<file path="src/rtl/score_pkg.sv">
// rtl/score_pkg.sv - shared state type, glyph geometry and BCD helper for the score display
package score_pkg;

   typedef enum logic [1:0] {
      IDLE,
      CONV,
      DONE
   } conv_state_e;

   localparam int GLYPH_W = 8;
   localparam int GLYPH_H = 16;
   localparam int BCD_W   = 4;

   // Double-dabble correction: a nibble of 5 or more would overflow a decimal digit once doubled.
   function automatic logic [BCD_W-1:0] dabble(input logic [BCD_W-1:0] n);
      return (n >= 4'd5) ? n + 4'd3 : n;
   endfunction

endpackage

</file>
<file path="src/rtl/bin2bcd_seq.sv">
// rtl/bin2bcd_seq.sv - sequential shift-add-3 binary to BCD converter, one bit per cycle
module bin2bcd_seq
   import score_pkg::*;
#(
   parameter int SCORE_W    = 16,
   parameter int NUM_DIGITS = 5
) (
   input  logic                          Clk,
   input  logic                          Reset,
   input  logic                          start,
   input  logic [SCORE_W-1:0]            score,
   output logic                          busy,
   output logic                          done,
   output logic [BCD_W*NUM_DIGITS-1:0]   bcd
);

   localparam int BCD_BITS = BCD_W * NUM_DIGITS;
   localparam int CNT_W    = $clog2(SCORE_W + 1);
   localparam logic [CNT_W-1:0] LAST_ITER = CNT_W'(SCORE_W - 1);

   conv_state_e           state_q, state_d;
   logic [CNT_W-1:0]      cnt_q, cnt_d;
   logic [SCORE_W-1:0]    bin_q, bin_d;
   logic [BCD_BITS-1:0]   bcd_q, bcd_d;
   logic [BCD_BITS-1:0]   adj;

   always_comb begin
      state_d = state_q;
      cnt_d   = cnt_q;
      bin_d   = bin_q;
      bcd_d   = bcd_q;
      adj     = '0;
      for (int i = 0; i < NUM_DIGITS; i++) begin
         adj[i*BCD_W +: BCD_W] = dabble(bcd_q[i*BCD_W +: BCD_W]);
      end
      case (state_q)
         IDLE: begin
            if (start) begin
               state_d = CONV;
               cnt_d   = '0;
               bin_d   = score;
               bcd_d   = '0;
            end
         end
         CONV: begin
            // Carries out of the top digit are dropped, leaving the value modulo 10^NUM_DIGITS.
            {bcd_d, bin_d} = {adj, bin_q} << 1;
            cnt_d = cnt_q + CNT_W'(1);
            if (cnt_q == LAST_ITER) begin
               state_d = DONE;
            end
         end
         DONE: begin
            state_d = IDLE;
            cnt_d   = '0;
         end
         default: state_d = IDLE;
      endcase
   end

   always_ff @(posedge Clk) begin
      if (Reset) begin
         state_q <= IDLE;
         cnt_q   <= '0;
         bin_q   <= '0;
         bcd_q   <= '0;
      end else begin
         state_q <= state_d;
         cnt_q   <= cnt_d;
         bin_q   <= bin_d;
         bcd_q   <= bcd_d;
      end
   end

   assign busy = (state_q == CONV) || (state_q == DONE);
   assign done = (state_q == DONE);
   assign bcd  = bcd_q;

endmodule

</file>
<file path="src/rtl/score_display.sv">
// rtl/score_display.sv - refreshes a decimal score per frame and renders it through a font ROM
module score_display
   import score_pkg::*;
#(
   parameter int SCORE_W    = 16,
   parameter int NUM_DIGITS = 5,
   parameter int X0         = 16,
   parameter int Y0         = 16
) (
   input  logic                 Clk,
   input  logic                 Reset,
   input  logic                 frame_clk,
   input  logic [SCORE_W-1:0]   score,
   input  logic [9:0]           DrawX,
   input  logic [9:0]           DrawY,
   output logic [10:0]          font_addr,
   input  logic [7:0]           font_data,
   output logic                 score_on,
   output logic                 busy
);

   localparam int BCD_BITS = BCD_W * NUM_DIGITS;

   logic                 frame_q, frame_d;
   logic                 start;
   logic                 conv_done;
   logic [BCD_BITS-1:0]  conv_bcd;
   logic [BCD_BITS-1:0]  disp_q, disp_d;
   logic                 in_box_q, in_box_d;
   logic                 blank_q, blank_d;
   logic [2:0]           col_q, col_d;
   logic [10:0]          font_addr_q, font_addr_d;
   logic                 score_on_q, score_on_d;
   logic [31:0]          dx, dy;
   logic                 in_box;
   logic [BCD_W-1:0]     digit;
   logic                 blank_sel;
   logic                 lead_zero;

   assign start = frame_clk & ~frame_q;

   bin2bcd_seq #(
      .SCORE_W    (SCORE_W),
      .NUM_DIGITS (NUM_DIGITS)
   ) u_conv (
      .Clk   (Clk),
      .Reset (Reset),
      .start (start),
      .score (score),
      .busy  (busy),
      .done  (conv_done),
      .bcd   (conv_bcd)
   );

   always_comb begin
      frame_d   = frame_clk;
      disp_d    = conv_done ? conv_bcd : disp_q;
      dx        = 32'(DrawX) - 32'(X0);
      dy        = 32'(DrawY) - 32'(Y0);
      in_box    = (32'(DrawX) >= 32'(X0)) && (dx < 32'(GLYPH_W * NUM_DIGITS)) &&
                  (32'(DrawY) >= 32'(Y0)) && (dy < 32'(GLYPH_H));
      digit     = '0;
      blank_sel = 1'b0;
      lead_zero = 1'b1;
      // Walk from the most significant digit; glyph index 0 is the leftmost on screen.
      for (int p = NUM_DIGITS - 1; p >= 0; p--) begin
         lead_zero = lead_zero && (disp_q[p*BCD_W +: BCD_W] == '0);
         if ((dx >> 3) == 32'(NUM_DIGITS - 1 - p)) begin
            digit     = disp_q[p*BCD_W +: BCD_W];
            blank_sel = (digit > 4'd9) || (lead_zero && (p != 0));
         end
      end
      in_box_d    = in_box;
      blank_d     = blank_sel;
      col_d       = dx[2:0];
      font_addr_d = in_box ? {3'b000, digit, dy[3:0]} : 11'd0;
      score_on_d  = in_box_q & ~blank_q & font_data[3'd7 - col_q];
   end

   always_ff @(posedge Clk) begin
      if (Reset) begin
         frame_q     <= 1'b0;
         disp_q      <= '0;
         in_box_q    <= 1'b0;
         blank_q     <= 1'b0;
         col_q       <= '0;
         font_addr_q <= '0;
         score_on_q  <= 1'b0;
      end else begin
         frame_q     <= frame_d;
         disp_q      <= disp_d;
         in_box_q    <= in_box_d;
         blank_q     <= blank_d;
         col_q       <= col_d;
         font_addr_q <= font_addr_d;
         score_on_q  <= score_on_d;
      end
   end

   assign font_addr = font_addr_q;
   assign score_on  = score_on_q;

endmodule

</file>
<file path="config.mk">
export PLATFORM = sky130hd
export DESIGN_NAME = score_display
export DESIGN_NICKNAME = d
export VERILOG_FILES = /design/src/rtl/score_pkg.sv /design/src/rtl/bin2bcd_seq.sv /design/src/rtl/score_display.sv
export SDC_FILE = /design/constraint.sdc
export NUM_CORES = 1
export LEC_CHECK = 0
export BUFFER_PORTS_ARGS = -buffer_cell sky130_fd_sc_hd__clkbuf_2
export CAP_MARGIN = 20
export CORE_MARGIN = 10
export CORE_UTILIZATION = 30
export DETAILED_ROUTE_END_ITERATION = 8
export PLACE_DENSITY_LB_ADDON = 0.12
export SYNTH_ARGS = -nofsm -noshare
export SYNTH_HDL_FRONTEND = slang
export SYNTH_SLANG_ARGS = --single-unit
</file>
<file path="constraint.sdc">
create_clock -name Clk -period 2.4 [get_ports Clk]
set_input_delay 0.48 -clock Clk [delete_from_list [all_inputs] [get_ports Clk]]
set_output_delay 0.48 -clock Clk [all_outputs]
set_load 0.05 [all_outputs]
</file>
==> impl_results.md <==
* Synth-to-layout area growth at 20.6%
* Slowest stage delay, CP at 530 ps
* RSZ-0062 raised after global routing: false
* Fraction of layout cells with a size suffix above 1 at between 10% and 20%
* Dpl ws at -84.2 ps
* Fin. Hold Viols at 0
* Hold endpoint: font_addr[2]$_SDFF_PP0_
* Max_cap viols at 0
* CP max stage cell: a2111oi_4
* Crit path DAT at approximately 2400 ps
* Most used DFF post-synth: dfxtp_1
* Post-DR wirelength/cell at approximately 14 µm
* Leak pwr at 1.85 nW
* Resized cells post-CTS at 0
* DRC errors left at 0
* Worst skew pair latency at approximately 340 ps
* CTS Sinks at just under 80
* Fmax at 478 MHz
* Top routing layer used: met4
* Synth cell count leaders: 78 x dfxtp_1, 67 x nor2_1, 44 x mux2i_1
* Ports at 60
* Worst IR drop on VDD at between 300 and 400 µV
* Routability cong. at 0.754
* Rows at between 40 and 50
* Crit share post-route at 87.2%
* Critical Path RT at ~2700 ps
* Hold Crit Class: in -> reg
* Die H at roughly 130 µm
* CORE AREA at between 10000 and 15000 µm²
* DRT Wirelength at roughly 9 mm
* Crit path max-delay family: compound AO/OA/AOI/OAI gates
* Die W at 133 µm
* Metal3 WL at 495 µm
* RR Endpoint: blank_q$_SDFF_PP0_
* Reg clk slew, reported paths at ~60 ps
* Worst R2R Setup Slack at roughly 470 ps
* Post-route ant nets at 0
* Diodes inserted at 0
* Detailed placer's ending HPWL at approximately 6.4 mm
* # hold bufs at CTS at 0
* Via-to-Cell Ratio at between 4 and 5
* Hold_ws at between 300 and 400 ps
* Metal-1 WL at about 4.6 mm
* Final Setup Violations at 0
* Synth area leaders: dfxtp_1 41%, mux2i_1 11%, nor2_1 6.6%, ha_1 5.9%, a21oi_1 3.4%
* Vias in the first global route at between 2000 and 3000
* Leading area contributor after synthesis: dfxtp_1
* I/O Buffers at between 50 and 60
* Sequential area share after synthesis at around 40%
* Critical Path End Type: flip-flop
* Most frequent cell after synthesis: dfxtp_1
* Mean Syn Cell Area at 9.03 µm²
* Startpoint types: primary input
* H-Tree Depth at 3
* Clock Skew at about 8.4 ps
* Layout Nets at around 550
* Yosys reg bits at around 80
* Die area at around 18000 µm²
* Crit path kind: in -> reg
* Initial Util at 30.5%
* Max Buffers Root-to-Sink at 2
* Vias at ~3100
* EDFF count, synth at 0
* Yosys warns at 0
* Utilization after layout at a little under two fifths
* CTS Buf Count at 9
* Top cell type's share of synthesized area at 40.7%
* Cell Pwr Density at between 600 and 700 nW/µm²
* Cells along the critical path: clkbuf_2 -> inv_1 -> ha_1 -> nor3b_1 -> xor2_1 -> or3_4 -> a2111oi_4 -> o311a_1
* First-pass GRT wire length at 15.1 mm
* Minimum clock period at 2090 ps
* Gr ovfl total at 0
* 1st-pass router iterations at 4
* Synth cell types at between 40 and 50
* Worst r2r src: disp_q[4]$_SDFFE_PP0N_
* Reg2reg path depth at 4
* Worst-path maximum fanout at 9
* Status: completed
* Mapped Area at around 3800 µm²
* Post-CTS setup buffer count at 0
* Root buf cell: clkbuf_16
* Final Max Slew Viols at 0
* Met2 wire length at around 3.7 mm
* Hold Path Depth at 2
* CTS tree: yes
* Asr flop ratio synth at 0%
* DR iter-0 viols at about 200
* Initial antenna violation count at 0
* Crit path launch: DrawX[5]
* Final WS setup at 306 ps
* HP Start: DrawY[2]
* Number of buffers and inverters on the critical path at 2
* Cells after Synth at around 430
* Pin count of the biggest net entering global routing at 60
* Aggregate global-route resource usage at between 10 and 15%
[metrics by stage]
| stage | instance area, µm² | cells | setup TNS, ps | power [W] |
|---|---|---|---|---|
| 4_1_cts | 4630 | 658 | 0 | 0.00329 |
| 3_3_place_gp | 4330 | 642 | -0.514 | 0.00190 |
| 2_1_floorplan | 3840 | 427 | 0 | 0.00176 |
| 3_5_place_dp | 4330 | 642 | -323 | 0.00190 |
| 6_report | 4630 | 658 | 0 | 0.00324 |
| 5_1_grt | 4630 | 658 | 0 | 0.00342 |
[layout make-up]
cell class	count	area [µm²]
fill	1292	7940
multi-input combinational	302	2090
sequential	78	1560
timing repair buffer	68	383
clock buffer	10	229
tap	172	215
inverter	22	82.6
clock inverter	6	68.8
[cells by family (layout without fill, tap and decap cells)]
| logic type | after synthesis | count (layout) | share of synthesized area (%) |
|---|---|---|---|
| buf+inv | 47 | 106 | 5.12 |
| xor+xnor | 13 | 13 | 2.97 |
| flops | 78 | 78 | 40.7 |
| mux | 47 | 47 | 13.2 |
| simple gates | 134 | 134 | 16.8 |
| other cells | 1 | 3 | 0.0977 |
| compound gates | 87 | 87 | 15.2 |
| fa+ha+maj | 18 | 18 | 5.87 |
[worst max-delay path by stage]
stage	end	slack (ps)	depth (start not counted)
2_1_floorplan	font_addr[4]$_SDFF_PP0_	140	8
3_3_place_gp	font_addr[4]$_SDFF_PP0_	-0.4	8
3_5_place_dp	font_addr[4]$_SDFF_PP0_	-80	8
4_1_cts	font_addr[4]$_SDFF_PP0_	270	8
5_1_grt	font_addr[5]$_SDFF_PP0_	150	8
6_report	font_addr[5]$_SDFF_PP0_	310	8
[metal layers]
layer / GRT usage, % / vias up
met4: 3.63 / 0
met1: 13.7 / 1387
li1: - / 1613
met3: 4.32 / 8
met5: 0 / -
met2: 14.5 / 64
[placed cells by master, fill, tap and decap left out, drive strengths merged, types with 3 or more instances in the layout]
cell type,count
xor2,3
a32oi,5
a22oi,11
xnor2,10
mux2i,44
dfxtp,78
inv,24
a2111oi,3
nand3,9
conb,3
o21ai,19
nand2,8
clkbuf,66
nor2b,9
o311a,3
nand2b,10
nor2,67
nor4,3
nor3,12
a21oi,26
a211oi,16
mux4,3
and2,5
buf,12
ha,18
[sequential cells by signal, indices dropped and copies added (netlist names), 2 cells and up]
register and count:
u_conv.bin_q 16, col_q 3, font_addr 8, u_conv.cnt_q 5, u_conv.bcd 20, disp_q 20, u_conv.state_q 2
[power breakdown]
| part | total (W) | switching (W) | leakage (nW) | internal, W |
|---|---|---|---|---|
| clock network | 0.00137 | 0.000555 | 0.143 | 0.000813 |
| logic | 0.000477 | 0.000293 | 1.07 | 0.000183 |
| registers | 0.00139 | 0.0000340 | 0.633 | 0.00136 |
No activity file was read; power rests on OpenSTA's default activity.
